**src/rtl/vga_timing_output.sv**
```systemverilog
// ---------------------------------------------------------------------------
// vga_timing_output
//
// 640x480@60 style VGA timing generator and colour output stage.
//
// A free-running x/y raster counter issues pixel coordinates to the upstream
// colour source. Colour for a coordinate comes back on pixel_in PIPE_DELAY
// cycles later. The sync and active flags decoded from x/y are delayed by the
// same PIPE_DELAY stages and then registered together with the colour, so
// hsync, vsync, blank_n and red/green/blue all leave the block
// PIPE_DELAY+1 cycles after the coordinate they belong to.
//
// Optional feature: define VGA_TEST_PATTERN_EN to add a test_mode input that
// replaces pixel_in with eight 80-pixel vertical colour bars.
//
// Ports
//   clk         pixel clock, all state changes on its rising edge
//   reset       asynchronous active-low reset
//   test_mode   (VGA_TEST_PATTERN_EN only) 1 = colour bars, 0 = pixel_in
//   pixel_in    {R,G,B} colour for the coordinate issued PIPE_DELAY cycles ago
//   x, y        current raster coordinate, 0..H_TOTAL-1 / 0..V_TOTAL-1
//   hsync       active-low horizontal sync, aligned with colour
//   vsync       active-low vertical sync, aligned with colour
//   blank_n     high while the aligned colour is in the active region
//   red/green/blue  DAC channels, forced to 0 outside the active region
//   frame_start combinational pulse while x=0 and y=0
// ---------------------------------------------------------------------------
module vga_timing_output #(
  parameter int unsigned DATA_WIDTH = 24,
  parameter int unsigned PIPE_DELAY = 1,
  parameter int unsigned H_ACTIVE   = 640,
  parameter int unsigned H_FP       = 16,
  parameter int unsigned H_SYNC     = 96,
  parameter int unsigned H_BP       = 48,
  parameter int unsigned V_ACTIVE   = 480,
  parameter int unsigned V_FP       = 10,
  parameter int unsigned V_SYNC     = 2,
  parameter int unsigned V_BP       = 33
) (
  input  logic                  clk,
  input  logic                  reset,
`ifdef VGA_TEST_PATTERN_EN
  input  logic                  test_mode,
`endif
  input  logic [DATA_WIDTH-1:0] pixel_in,
  output logic [9:0]            x,
  output logic [9:0]            y,
  output logic                  hsync,
  output logic                  vsync,
  output logic                  blank_n,
  output logic [7:0]            red,
  output logic [7:0]            green,
  output logic [7:0]            blue,
  output logic                  frame_start
);

  localparam int unsigned H_TOTAL = H_ACTIVE + H_FP + H_SYNC + H_BP;
  localparam int unsigned V_TOTAL = V_ACTIVE + V_FP + V_SYNC + V_BP;

  // Coordinates are 10 bits wide; any raster that does not fit is refused.
  if (H_TOTAL > 1024 || V_TOTAL > 1024) begin : g_bad_total
    $error("vga_timing_output: H_TOTAL/V_TOTAL must not exceed 1024");
  end
  if (PIPE_DELAY > 3) begin : g_bad_delay
    $error("vga_timing_output: PIPE_DELAY must be 0..3");
  end
  if (DATA_WIDTH < 24) begin : g_bad_width
    $error("vga_timing_output: DATA_WIDTH must hold 24-bit RGB");
  end

  localparam logic [9:0] H_LAST   = 10'(H_TOTAL - 1);
  localparam logic [9:0] V_LAST   = 10'(V_TOTAL - 1);
  localparam logic [9:0] H_ACT    = 10'(H_ACTIVE);
  localparam logic [9:0] V_ACT    = 10'(V_ACTIVE);
  localparam logic [9:0] HS_START = 10'(H_ACTIVE + H_FP);
  localparam logic [9:0] HS_END   = 10'(H_ACTIVE + H_FP + H_SYNC);
  localparam logic [9:0] VS_START = 10'(V_ACTIVE + V_FP);
  localparam logic [9:0] VS_END   = 10'(V_ACTIVE + V_FP + V_SYNC);

  // Everything that has to stay aligned with pixel_in travels in one word.
  typedef struct packed {
    logic       hs;
    logic       vs;
    logic       act;
`ifdef VGA_TEST_PATTERN_EN
    logic [9:0] x;
`endif
  } tap_t;

  // Idle tap: syncs deasserted (high), not active.
  function automatic tap_t idle_tap();
    tap_t t;
    t     = '0;
    t.hs  = 1'b1;
    t.vs  = 1'b1;
    return t;
  endfunction

`ifdef VGA_TEST_PATTERN_EN
  // Bar index is x/80; written as a compare chain to avoid a divider.
  function automatic logic [23:0] bar_colour(input logic [9:0] bx);
    logic [23:0] c;
    if      (bx < 10'd80)  c = 24'hFFFFFF;  // white
    else if (bx < 10'd160) c = 24'hFFFF00;  // yellow
    else if (bx < 10'd240) c = 24'h00FFFF;  // cyan
    else if (bx < 10'd320) c = 24'h00FF00;  // green
    else if (bx < 10'd400) c = 24'hFF00FF;  // magenta
    else if (bx < 10'd480) c = 24'hFF0000;  // red
    else if (bx < 10'd560) c = 24'h0000FF;  // blue
    else                   c = 24'h000000;  // black
    return c;
  endfunction
`endif

  // ---- raster counter ----
  always_ff @(posedge clk or negedge reset) begin
    if (!reset) begin
      x <= '0;
      y <= '0;
    end else if (x == H_LAST) begin
      x <= '0;
      y <= (y == V_LAST) ? 10'd0 : y + 10'd1;
    end else begin
      x <= x + 10'd1;
    end
  end

  // Gated by reset so no start pulse is seen while the raster is held.
  assign frame_start = reset && (x == 10'd0) && (y == 10'd0);

  // ---- stage p0: raw decode from x/y ----
  tap_t tap_p0;
  tap_t tap_p1;

  always_comb begin
    tap_p0     = idle_tap();
    tap_p0.hs  = !((x >= HS_START) && (x < HS_END));
    tap_p0.vs  = !((y >= VS_START) && (y < VS_END));
    tap_p0.act = (x < H_ACT) && (y < V_ACT);
`ifdef VGA_TEST_PATTERN_EN
    tap_p0.x   = x;
`endif
  end

  // ---- stage p1: PIPE_DELAY-deep delay to line up with pixel_in ----
  if (PIPE_DELAY == 0) begin : g_no_dly
    assign tap_p1 = tap_p0;
  end else begin : g_dly
    tap_t sr [PIPE_DELAY];

    always_ff @(posedge clk or negedge reset) begin
      if (!reset) begin
        for (int i = 0; i < PIPE_DELAY; i++) sr[i] <= idle_tap();
      end else begin
        sr[0] <= tap_p0;
        for (int i = 1; i < PIPE_DELAY; i++) sr[i] <= sr[i-1];
      end
    end

    assign tap_p1 = sr[PIPE_DELAY-1];
  end

  logic [23:0] colour_p1;

  always_comb begin
    colour_p1 = 24'h000000;
    if (tap_p1.act) begin
      colour_p1 = pixel_in[23:0];
`ifdef VGA_TEST_PATTERN_EN
      if (test_mode) colour_p1 = bar_colour(tap_p1.x);
`endif
    end
  end

  // ---- output register: sync, blank and colour share one stage ----
  always_ff @(posedge clk or negedge reset) begin
    if (!reset) begin
      hsync   <= 1'b1;
      vsync   <= 1'b1;
      blank_n <= 1'b0;
      red     <= '0;
      green   <= '0;
      blue    <= '0;
    end else begin
      hsync               <= tap_p1.hs;
      vsync               <= tap_p1.vs;
      blank_n             <= tap_p1.act;
      {red, green, blue}  <= colour_p1;
    end
  end

endmodule
```
**config.mk**
```make
export PLATFORM = sky130hd
export DESIGN_NAME = vga_timing_output
export DESIGN_NICKNAME = d
export VERILOG_FILES = /design/src/rtl/vga_timing_output.sv
export SDC_FILE = /design/constraint.sdc
export NUM_CORES = 1
export LEC_CHECK = 0
export BUFFER_PORTS_ARGS = -buffer_cell sky130_fd_sc_hd__clkbuf_2
export CAP_MARGIN = 25
export CELL_PAD_IN_SITES_DETAIL_PLACEMENT = 0
export CELL_PAD_IN_SITES_GLOBAL_PLACEMENT = 2
export CORE_MARGIN = 3
export CORE_UTILIZATION = 30
export DETAILED_ROUTE_END_ITERATION = 6
export PLACE_DENSITY_LB_ADDON = 0.05
export SYNTH_ARGS = -nofsm -noshare
export SYNTH_HDL_FRONTEND = slang
export SYNTH_SLANG_ARGS = --single-unit
export TNS_END_PERCENT = 1
```
**constraint.sdc**
```tcl
create_clock -name clk -period 2.4 [get_ports clk]
set_input_delay 0.36 -clock clk [delete_from_list [all_inputs] [get_ports clk]]
set_output_delay 0.36 -clock clk [all_outputs]
set_load 0.005 [all_outputs]
```
# ---- Word level (Yosys, flattened, before mapping)
# Index checks and enable logic that the tools add are counted.
dict set report word_totals {
  regBits 50
  input_bits 26
  out_inout_bits 48
  wordCells 33
}
dict set report classes {
  addsub 2
  n_lt_le_gt_ge 6
  eq_ne 2
  n_mux 3
  n_reduce_logical 9
}
# op n
set op_table {}
lappend op_table {{24-bit two-way mux} 1}
lappend op_table {{10-bit by 1-bit adder with 10-bit output (second input constant)} 2}
lappend op_table {{10-bit == test (second input constant)} 2}
lappend op_table {{10-bit zero test} 2}
lappend op_table {{10-bit less-than comparator (second input constant)} 2}
lappend op_table {{10-bit by 9-bit less-than comparator with 1-bit output (second input constant)} 2}
lappend op_table {{10-bit two-way mux} 2}
lappend op_table {{10-bit greater-or-equal comparator (second input constant)} 1}
lappend op_table {{10-bit by 9-bit greater-or-equal comparator with 1-bit output (second input constant)} 1}
lappend op_table {{1-bit logical AND} 5}
lappend op_table {{1-bit zero test} 2}

# ---- Depth between registers and ports, before layout
# Gate-level depths: netlist (run 1).
dict set report depth {
  depth_word 3
  ltp_mapped 6
  depth_no_buf 6
}

# ---- Worst setup path after synthesis (run 1)
# OpenSTA, ideal clock, no wires.
dict set report synth_timing {
  path_type {register to register}
  start {register x[5]}
  end {register y[8]}
  setup_time_ns 0.125
  arrival_ns 1.955
  path_slack_ns 0.320
  path_stages_with_launch 6
  path_buffers 1
  period_less_slack_ns 2.080
  cell_sequence {dfrtp_1 or4b_4 or3_1 buf_2 or3_4 xnor2_2}
}
dict set report synth_via {
  elab_chain_cells 1
}
# item line
set synth_lines {}
lappend synth_lines {{start, declared} 46} ;# output logic [9:0] x,
lappend synth_lines {{start signal, assigned} 124} ;# x <= x + 10'd1;
lappend synth_lines {{10-bit == test} 120} ;# end else if (x == H_LAST) begin
lappend synth_lines {{end signal, assigned} 122} ;# y <= (y == V_LAST) ? 10'd0 : y + 10'd1;
lappend synth_lines {{end, declared} 47} ;# output logic [9:0] y,
# No other way between the ends.
# A chain may end at the register's enable or synchronous reset.

# ---- Worst setup path after layout (run 1)
dict set report layout_timing {
  start {register x[0]}
  end {output port frame_start}
}
dict set report layout_via {
  elab_chain_cells 3
}
# item line
set layout_lines {}
lappend layout_lines {{10-bit zero test} 129} ;# assign frame_start = reset && (x == 10'd0) && (y == 10'd0);
lappend layout_lines {{1-bit logical AND (2 in a row)} 129}
lappend layout_lines {{end, declared} 54} ;# output logic frame_start
# No other way between the ends.

==> flow_metrics.env, run 1 <==
export IMPL_outcome="completed"
export IMPL_power_leakage_nw=1.25
export IMPL_post_route_util_pct=40.4
export IMPL_slowest_delay_ns=0.45
export IMPL_h_tree_depth=2
export IMPL_period_needed_ns=2.19
export IMPL_port_buffers=73
export IMPL_endpoint_kind="primary output"
export IMPL_slowest_stage="dfrtp_1"
export IMPL_multi_input_area_sq_um=736
export IMPL_fillers=670
export IMPL_fmax_mhz=457
export IMPL_reg2reg_depth=4
export IMPL_gp_congestion=0.764
export IMPL_placeableCoreArea_sq_um=6460
export IMPL_period_share_pct=91.3
export IMPL_clkTransAtPathRegs_ns=0.09
export IMPL_synthCells=170
export IMPL_cts_hold_buf=0
export IMPL_layout_drive_gt1_share_pct=38.7
export IMPL_grt_overflow=0
export IMPL_setup_violations=0
export IMPL_report_final_hold_viol_count=0
export IMPL_crit_chain="inv_1 > ha_1 > nor4b_1 > nand4_1 > nor4_1 > clkbuf_2"
export IMPL_ff2ff_setup_slack_ns=0.31
export IMPL_numClockSinks=50
export IMPL_syn_num_nets=201
export IMPL_synth_edf_count=0
export IMPL_vias_per_cell=4.62
export IMPL_synth_warning_count=0
export IMPL_placedCellCount=322
export IMPL_routedWlPerCell_microns=14.9
export IMPL_ys_seq_area_share_pct=62.1
export IMPL_area_growth_pct=29.0
export IMPL_critPathLaunchType="register"
export IMPL_final_nets=283
export IMPL_rr_startpoint="x[5]"
export IMPL_die_w_microns=88.1
export IMPL_ios=74
export IMPL_cts_path_max_buffers=2
export IMPL_min_path_type="in -> async"
export IMPL_via_count=1526
export IMPL_grt_pass1_wl_microns=7930
export IMPL_ant_nets=0
export IMPL_drc=0
export IMPL_num_rows=29
export IMPL_cts_tree="done"
export IMPL_grt_pass1_vias=1615
export IMPL_die_h_microns=88.1
export IMPL_path_class="reg -> out"
export IMPL_slew_limit_headroom_pct=58.4
export IMPL_cts_buffers=5
export IMPL_synth_area_top_cells="dfrtp_1 (57%), and2_1 (7.7%), dfstp_2 (5.2%)"
export IMPL_cp_buffers_inverters=2
export IMPL_drv_slew=0
export IMPL_synth_top_area_cell="dfrtp_1"
export IMPL_regToRegEndpoint="y[7]"
export IMPL_yosysMostFrequentCell="dfrtp_1"
export IMPL_dp_hpwl_microns=3680
export IMPL_cp_max_fo=6
export IMPL_track_usage_pct=13.2
export IMPL_ys_async_sr_fraction_pct=100
export IMPL_powerDensity_nw_per_um2=546
export IMPL_yosysTopAreaCellShare_pct=56.9
export IMPL_antenna_found_initial=0
export IMPL_fin_skew_ns=0.00560
export IMPL_synth_distinct_cells=36
export IMPL_cts_root_buf="clkbuf_8"
export IMPL_worst_pin_slew_ns=0.624
export IMPL_final_cells=330
export IMPL_grt_start_max_net_pins=51
export IMPL_drt_wl_total_microns=4900
export IMPL_synth_common_cells="dfrtp_1 (46), and2_1 (25), nand2_1 (11)"
export IMPL_fp_dieArea_sq_um=7770
export IMPL_fin_setup_tns_ns=0
export IMPL_num_antenna_cells=0
export IMPL_yosys_register_bits=50
export IMPL_regArea_sq_um=1260
export IMPL_syn_area_sq_um=2020
export IMPL_first_iter_violations=31
export IMPL_rsz0062_at_grt="no"
export IMPL_ir_drop_uv=185
export IMPL_crit_arrival_ns=1.83
export IMPL_crit_family="simple AND/OR/NAND/NOR gates"
export IMPL_drt_pass1_iterations=4
export IMPL_cp_data_required_time_ns=2.04
export IMPL_synth_ff_type="dfrtp_1"
export IMPL_start_util_pct=31.3
export IMPL_drv_cap=0
export IMPL_avgSynthCellArea_sq_um=11.9
export IMPL_clkLatencyLatePin_ns=0.30
-- worst max-delay path by stage --
stage / startpoint / cells after the start / end
after detailed placement: x[5] / 4 / y[7]
after global placement: x[5] / 4 / y[7]
after floorplan: x[5] / 5 / y[8]
after CTS: y[6] / 4 / frame_start
after global routing: x[1] / 6 / frame_start
final: x[0] / 6 / frame_start
-- cell families after synthesis --
family	count (synthesis)	share of synthesized area, %
AOI/OAI and AO/OA	13	3.83
xor gates and xnor gates	11	5.13
adders and majority gates	5	3.09
buffers and inverters	10	1.92
DFF	50	62.1
muxes	1	0.494
and+or+nand+nor	80	23.5
-- worst reg2reg max path: cells and delay by family, from the launching register on --
family                    cells  cell delay (ns)
xor gates and xnor gates      1             0.15
DFF                           1             0.48
and+or+nand+nor               3             1.41
-- routing by layer --
metal  up-vias  GRT usage (%)  wire length [microns]
li1        735              -                      -
met1       732           16.5                   2120
met2        54           22.7                   2390
met3         5           3.29                    336
met4         0           3.85                     47
met5         -              0                      0
-- power by group --
group	leakage (nW)	switching [mW]	internal (mW)	total, mW
registers	0.604	0.00574	0.862	0.868
clock network	0.0441	0.276	0.205	0.481
logic	0.606	0.0364	0.0392	0.0755
-- final cells by class --
type / instances / area share [%]
tap: 77 / 3.69
inverter: 6 / 0.862
multi-input combinational: 110 / 28.2
clock inverter: 3 / 0.815
clock buffer: 5 / 2.64
timing repair buffer: 79 / 15.7
sequential: 50 / 48.1
-- registers in the layout, summed over array words and instances, names as in the netlist --
name,flops
x,10
y,10
blue,8
green,8
red,8
g_dly.sr,3
blank_n,1
hsync,1
vsync,1
-- per-stage QoR --
step	instance area (sq um)	hold slack [ns]	setup slack [ns]	power [mW]
global placement	2510	0.346	0.370	0.959
global route	2610	0.267	0.00571	1.50
floorplan	2020	0.0644	0.320	0.902
finish	2610	0.216	0.210	1.42
detailed placement	2510	0.348	0.293	0.964
CTS	2610	0.237	0.0601	1.46
-- what timing repair did --
action                                  in CTS  in global routing
setup buffers                                0                  0
endpoints found under the setup margin       0                  1
resized for setup                            0                  1
-- placed cells by master (no fill, tap or decap), types with 2 or more instances in the layout --
cell,n
clkbuf_2,73
nand3_1,8
and3_1,3
or4_1,3
nand2_1,11
clkbuf_8,5
xnor2_1,5
xor2_1,5
and4_1,3
dfrtp_1,46
o21ai_0,7
and2_1,25
dfstp_2,4
buf_4,6
inv_1,6
nand4_1,5
nor4_1,2
nor4b_1,2
ha_1,5
nor2_1,8
Power figures use the tool's default switching activity.
==> run 2: changes to the inputs <==
--- a/config.mk
+++ b/config.mk
@@ -5,12 +5,13 @@
 export SDC_FILE = /design/constraint.sdc
 export NUM_CORES = 1
 export LEC_CHECK = 0
+export ABC_AREA = 1
 export BUFFER_PORTS_ARGS = -buffer_cell sky130_fd_sc_hd__clkbuf_2
 export CAP_MARGIN = 25
 export CELL_PAD_IN_SITES_DETAIL_PLACEMENT = 0
 export CELL_PAD_IN_SITES_GLOBAL_PLACEMENT = 2
 export CORE_MARGIN = 3
-export CORE_UTILIZATION = 30
+export CORE_UTILIZATION = 29
 export DETAILED_ROUTE_END_ITERATION = 6
 export PLACE_DENSITY_LB_ADDON = 0.05
 export SYNTH_ARGS = -nofsm -noshare
==> run 2 against run 1 <==
Net effect: worst setup slack better by 0.087 ns; final area grew 7.9%; critical endpoint unchanged; critical path depth increased by 1; largest cell class unchanged; first-iteration DRC count increased by 45%; hold slack worse by 0.026 ns; largest power group unchanged.
==> flow_metrics.env, run 2 <==
export IMPL_outcome="completed"
export IMPL_rsz0062_at_grt="no"
export IMPL_internal_power_mw=1.21
export IMPL_powerDensity_nw_per_um2=552
export IMPL_numClockSinks=50
export IMPL_cts_tree="done"
export IMPL_cts_path_max_buffers=2
export IMPL_routedWlPerCell_microns=12.3
export IMPL_final_nets=360
export IMPL_synth_compound_area_share_pct=3.71
export IMPL_cts_hold_buf=0
export IMPL_synthXorXnorAreaFrac_pct=1.97
export IMPL_num_antenna_cells=0
export IMPL_switching_share_pct=22.2
export IMPL_crit_arrival_ns=1.74
export IMPL_report_final_hold_viol_count=0
export IMPL_die_h_microns=93.6
export IMPL_synth_common_cells="nand2_1 (57), inv_1 (49), dfrtp_1 (46)"
export IMPL_ys_async_sr_fraction_pct=100
export IMPL_grt_start_max_net_pins=51
export IMPL_avgSynthCellArea_sq_um=8.87
export IMPL_grt_pass1_vias=1818
export IMPL_fp_dieArea_sq_um=8760
export IMPL_first_iter_violations=45
export IMPL_grt_overflow=0
export IMPL_path_class="reg -> out"
export IMPL_synth_distinct_cells=23
export IMPL_period_needed_ns=2.10
export IMPL_dp_hpwl_microns=3910
export IMPL_synthCells=251
export IMPL_cp_data_required_time_ns=2.04
export IMPL_num_rows=31
export IMPL_post_cts_setup_buffers=0
export IMPL_syn_area_sq_um=2230
export IMPL_synth_area_top_cells="dfrtp_1 (52%), nand2_1 (9.6%), inv_1 (8.3%)"
export IMPL_port_buffers=73
export IMPL_drt_pass1_iterations=3
export IMPL_synth_ff_type="dfrtp_1"
export IMPL_top_regs="x (10), y (10)"
export IMPL_pwr_share_clk_pct=39.2
export IMPL_ir_drop_uv=267
export IMPL_fin_setup_tns_ns=0
export IMPL_gp_congestion=0.744
export IMPL_start_util_pct=30.4
export IMPL_die_w_microns=93.6
export IMPL_clkLatencyLatePin_ns=0.30
export IMPL_via_count=1773
export IMPL_slew_limit_headroom_pct=48.5
export IMPL_layout_commonest_cell="clkbuf_2"
export IMPL_syn_num_nets=282
export IMPL_post_route_util_pct=38.4
export IMPL_worst_pin_slew_ns=0.773
export IMPL_track_usage_pct=13.2
export IMPL_drt_wl_total_microns=5290
export IMPL_power_leakage_nw=1.61
export IMPL_ant_nets=0
export IMPL_antenna_found_initial=0
export IMPL_placeableCoreArea_sq_um=7330
export IMPL_cp_max_fo=4
export IMPL_ios=74
export IMPL_cts_root_buf="clkbuf_8"
export IMPL_vias_per_cell=4.13
export IMPL_yosys_register_bits=50
export IMPL_synth_warning_count=0
export IMPL_power_frac_seq_pct=55.8
export IMPL_layout_drive_gt1_share_pct=31.8
export IMPL_cts_buffers=5
export IMPL_synth_top_family_by_area="simple AND/OR/NAND/NOR gates"
export IMPL_synth_edf_count=0
export IMPL_clkTransAtPathRegs_ns=0.10
export IMPL_placedCellCount=421
export IMPL_power_switching_mw=0.344
export IMPL_yosysTopAreaCellShare_pct=51.7
export IMPL_critPathLaunchType="register"
export IMPL_area_growth_pct=26.6
export IMPL_place_ws_ns=0.654
export IMPL_synthAdderAreaFrac_pct=2.81
export IMPL_drv_slew=0
export IMPL_comb_power_share_pct=5.0
export IMPL_ys_seq_area_share_pct=56.4
export IMPL_synth_top_area_cell="dfrtp_1"
export IMPL_muxShareOfSynthArea_pct=0
export IMPL_drv_cap=0
export IMPL_yosysMostFrequentCell="nand2_1"
export IMPL_final_cell_mix="clkbuf_2 (73), nand2_1 (57), inv_1 (49), dfrtp_1 (46), nor2_1 (25)"
export IMPL_synth_simple_area_share_pct=25.5
export IMPL_fin_skew_ns=0.00414
export IMPL_setup_violations=0
export IMPL_fmax_mhz=476
export IMPL_grt_pass1_wl_microns=9020
export IMPL_timing_final_ws_setup_ns=0.297
export IMPL_h_tree_depth=2
export IMPL_min_path_type="in -> async"
export IMPL_drc=0
export IMPL_period_share_pct=87.6
export IMPL_cts_resized=0
export IMPL_endpoint_kind="primary output"
export IMPL_final_cells=429
==> run 2: cell types whose count changed after synthesis, moves of 4 or more <==
| cell | change |
|---|---|
| nand2_2 | +4 |
| a21oi_1 | +5 |
| nor2_2 | +5 |
| inv_1 | +43 |
| and2_1 | -25 |
| inv_2 | +4 |
| nand2_1 | +46 |
| nor2_4 | +4 |
| xnor2_1 | -5 |
| nor2_1 | +17 |
==> run 2: worst max-delay path, cell delays in order (launching register included) <==
cell      delay, ns
dfrtp_1        0.42
inv_1          0.12
ha_1           0.16
inv_1          0.05
nor2_1         0.12
nand3_1        0.11
nor4_1         0.28
clkbuf_2       0.18
==> run 2: stage by stage <==
step | instance area (sq um) | power [mW] | hold slack (ns)
4_1_cts | 2820 | 1.59 | 0.222
2_1_floorplan | 2230 | 0.903 | 0.0644
3_3_place_gp | 2710 | 0.965 | 0.350
5_1_grt | 2820 | 1.63 | 0.226
6_report | 2820 | 1.55 | 0.190
3_5_place_dp | 2710 | 0.966 | 0.350
==> run 2: cell type report <==
cell class,instances,area (sq um)
Tap cell,99,124
Sequential cell,50,1260
Inverter,53,199
Fill cell,770,4510
Clock buffer,6,72.6
Timing Repair Buffer,74,373
Multi-Input combinational cell,145,756
Clock inverter,2,37.5
==> run 2: final timing paths <==
check | startpoint | endpoint | slack (ns) | depth (start not counted)
setup / recovery | y[0] | frame_start | 0.30 | 7
hold / removal | reset | x[4] | 0.19 | 2
setup reg to reg | x[1] | y[2] | 0.92 | 8
hold reg to reg | g_dly.sr[2] | hsync | 0.36 | 0
max in group asynchronous | reset | x[1] | 1.76 | 2
min in group clk | pixel_in[3] | blue[3] | 0.24 | 3
==> run 2: kinds of logic (layout without fill, tap and decap cells) <==
logic type | after synthesis | after routing
simple gates | 120 | 120
buf+inv | 56 | 135
fa+ha+maj | 5 | 5
flops | 50 | 50
xor+xnor | 5 | 5
compound gates | 15 | 15
==> run 2: power groups by stage <==
stage | clock network, mW | registers (mW) | logic (mW)
after global routing | 0.672 | 0.870 | 0.0916
after global placement | 0 | 0.883 | 0.0815
after floorplan | 0 | 0.888 | 0.0152
final | 0.609 | 0.868 | 0.0775
after detailed placement | 0 | 0.884 | 0.0818
after CTS | 0.644 | 0.868 | 0.0818
==> run 2: per-layer routing <==
metal | GRT usage [%] | vias up | routed length [microns]
li1 | - | 920 | -
met1 | 17.8 | 798 | 2470
met4 | 2.89 | 0 | 42
met2 | 19.6 | 51 | 2310
met5 | 0 | - | 0
met3 | 5.63 | 4 | 468
==> run 3: changes to the inputs <==
--- a/config.mk
+++ b/config.mk
@@ -14,6 +14,7 @@
 export CORE_UTILIZATION = 29
 export DETAILED_ROUTE_END_ITERATION = 6
 export PLACE_DENSITY_LB_ADDON = 0.05
+export RECOVER_POWER = 25
 export SYNTH_ARGS = -nofsm -noshare
 export SYNTH_HDL_FRONTEND = slang
 export SYNTH_SLANG_ARGS = --single-unit
==> run 3 against run 2 <==
Net effect: clock power about the same; sequential share of layout area up 0.059 points; via count is the same; core utilization is 0.051 points lower; die area is the same; clock skew unchanged; sequential cell count is the same; global-route usage stayed put; fmax unchanged; critical path depth did not move; power about the same; worst setup slack did not move; largest power group unchanged.
==> flow_metrics.env, run 3 (synthesized netlist as in run 2, its figures left out) <==
export IMPL_clkTransAtPathRegs_ns=0.10
export IMPL_ant_nets=0
export IMPL_cts_tree="done"
export IMPL_port_buffers=73
export IMPL_min_path_type="in -> reg"
export IMPL_grt_start_max_net_pins=51
export IMPL_grt_overflow=0
export IMPL_report_final_hold_viol_count=0
export IMPL_worst_hold_slack_ns=0.236
export IMPL_vias_per_cell=4.13
export IMPL_min_path_cells=3
export IMPL_drt_pass1_iterations=3
export IMPL_slowest_stage="dfrtp_1"
export IMPL_layout_commonest_cell="clkbuf_2"
export IMPL_final_nets=360
export IMPL_fmax_mhz=476
export IMPL_slew_limit_headroom_pct=15.7
export IMPL_start_util_pct=30.4
export IMPL_power_leakage_nw=1.61
export IMPL_cp_data_required_time_ns=2.04
export IMPL_num_antenna_cells=0
export IMPL_regToRegEndpoint="y[2]"
export IMPL_path_class="reg -> out"
export IMPL_cp_common_cell="inv_1"
export IMPL_comb_power_share_pct=4.9
export IMPL_crit_arrival_ns=1.74
export IMPL_ir_drop_uv=267
export IMPL_grt_pass1_vias=1818
export IMPL_power_frac_seq_pct=55.9
export IMPL_clkLatencyLatePin_ns=0.30
export IMPL_cts_buffers=5
export IMPL_slowest_delay_ns=0.42
export IMPL_rsz0062_at_grt="no"
export IMPL_post_cts_setup_buffers=0
export IMPL_top_regs="x (10), y (10)"
export IMPL_grt_pass1_wl_microns=9020
export IMPL_outcome="completed"
export IMPL_pwr_share_clk_pct=39.2
export IMPL_cts_root_buf="clkbuf_8"
export IMPL_ios=74
export IMPL_ff2ff_setup_slack_ns=0.92
export IMPL_first_iter_violations=45
export IMPL_cts_resized=0
export IMPL_dpl_cell_area_sq_um=2710
export IMPL_die_w_microns=93.6
export IMPL_layout_drive_gt1_share_pct=31.5
export IMPL_drt_wl_total_microns=5290
export IMPL_hold_end="blue[3]"
export IMPL_powerDensity_nw_per_um2=552
export IMPL_h_tree_depth=2
export IMPL_finalInstanceArea_sq_um=2810
export IMPL_num_rows=31
export IMPL_cts_hold_buf=0
export IMPL_cts_path_max_buffers=2
export IMPL_internal_power_mw=1.21
export IMPL_crit_chain="inv_1 > ha_1 > inv_1 > nor2_1 > nand3_1 > nor4_1 > clkbuf_2"
export IMPL_routedWlPerCell_microns=12.3
export IMPL_antenna_found_initial=0
export IMPL_final_cell_mix="clkbuf_2 (73), nand2_1 (57), inv_1 (49), dfrtp_1 (46), nor2_1 (25)"
export IMPL_fp_dieArea_sq_um=8760
export IMPL_period_needed_ns=2.10
export IMPL_via_count=1773
export IMPL_drc=0
export IMPL_drv_cap=0
export IMPL_numClockSinks=50
export IMPL_reg2reg_depth=8
export IMPL_area_growth_pct=26.4
export IMPL_drv_slew=0
export IMPL_dp_hpwl_microns=3910
export IMPL_rr_startpoint="x[1]"
export IMPL_endpoint_kind="primary output"
export IMPL_fin_setup_tns_ns=0
export IMPL_placeableCoreArea_sq_um=7330
export IMPL_min_from="pixel_in[3]"
export IMPL_critPathLaunchType="register"
export IMPL_worst_pin_slew_ns=1.26
export IMPL_fin_skew_ns=0.00414
export IMPL_setup_violations=0
export IMPL_die_h_microns=93.6
export IMPL_gp_congestion=0.744
export IMPL_cp_max_fo=4
export IMPL_switching_share_pct=22.2
export IMPL_power_switching_mw=0.344
export IMPL_period_share_pct=87.6
export IMPL_track_usage_pct=13.2
## run 3: cell types whose count changed in the layout (fill, tap and decap cells not counted)
cell	delta
buf_4	-1
clkbuf_1	+1
## run 3: area by class of cell
type | instances | area (sq um)
inverter | 53 | 199
tap | 99 | 124
multi-input combinational | 145 | 756
timing repair buffer | 74 | 369
fill | 770 | 4520
sequential | 50 | 1260
clock inverter | 2 | 37.5
clock buffer | 6 | 72.6
## run 3: metrics by stage
| step | total power [mW] | instances | util [%] | worst slack (ns) |
|---|---|---|---|---|
| after global placement | 0.965 | 421 | 36.9 | 0.623 |
| final | 1.55 | 429 | 38.4 | 0.297 |
| after CTS | 1.59 | 429 | 38.4 | 0.305 |
| after detailed placement | 0.966 | 421 | 36.9 | 0.654 |
| after global routing | 1.63 | 429 | 38.4 | 0.0895 |
| after floorplan | 0.903 | 251 | - | 0.879 |
## run 3: critical path: cells and delay by family, from the launching register on
kind / cells / cell delay (ns)
DFF: 1 / 0.42
and+or+nand+nor: 3 / 0.51
adders and majority gates: 1 / 0.16
buffers and inverters: 3 / 0.35
## run 3: power by group through the flow
stage | sequential [mW] | combinational, mW | clock (mW)
4_1_cts | 0.868 | 0.0818 | 0.644
5_1_grt | 0.870 | 0.0907 | 0.672
6_report | 0.868 | 0.0766 | 0.609
2_1_floorplan | 0.888 | 0.0152 | 0
3_3_place_gp | 0.883 | 0.0815 | 0
3_5_place_dp | 0.884 | 0.0818 | 0
## run 3: worst max-delay path by stage
stage	from	endpoint	slack, ns	cells past startpoint
after global routing	y[0]	frame_start	0.09	7
after detailed placement	y[0]	frame_start	0.65	7
after global placement	y[0]	frame_start	0.62	7
after floorplan	y[0]	frame_start	0.88	6
final	y[0]	frame_start	0.30	7
after CTS	y[0]	frame_start	0.31	7
## run 3: metal layers
layer / global-route usage (%) / vias up / part of all wire [%] / wire length [microns]
met5: 0 / - / 0 / 0
met4: 2.89 / 0 / 0.79 / 42
met3: 5.63 / 4 / 8.9 / 468
met2: 19.6 / 51 / 44 / 2310
met1: 17.8 / 798 / 47 / 2470
li1: - / 920 / - / -
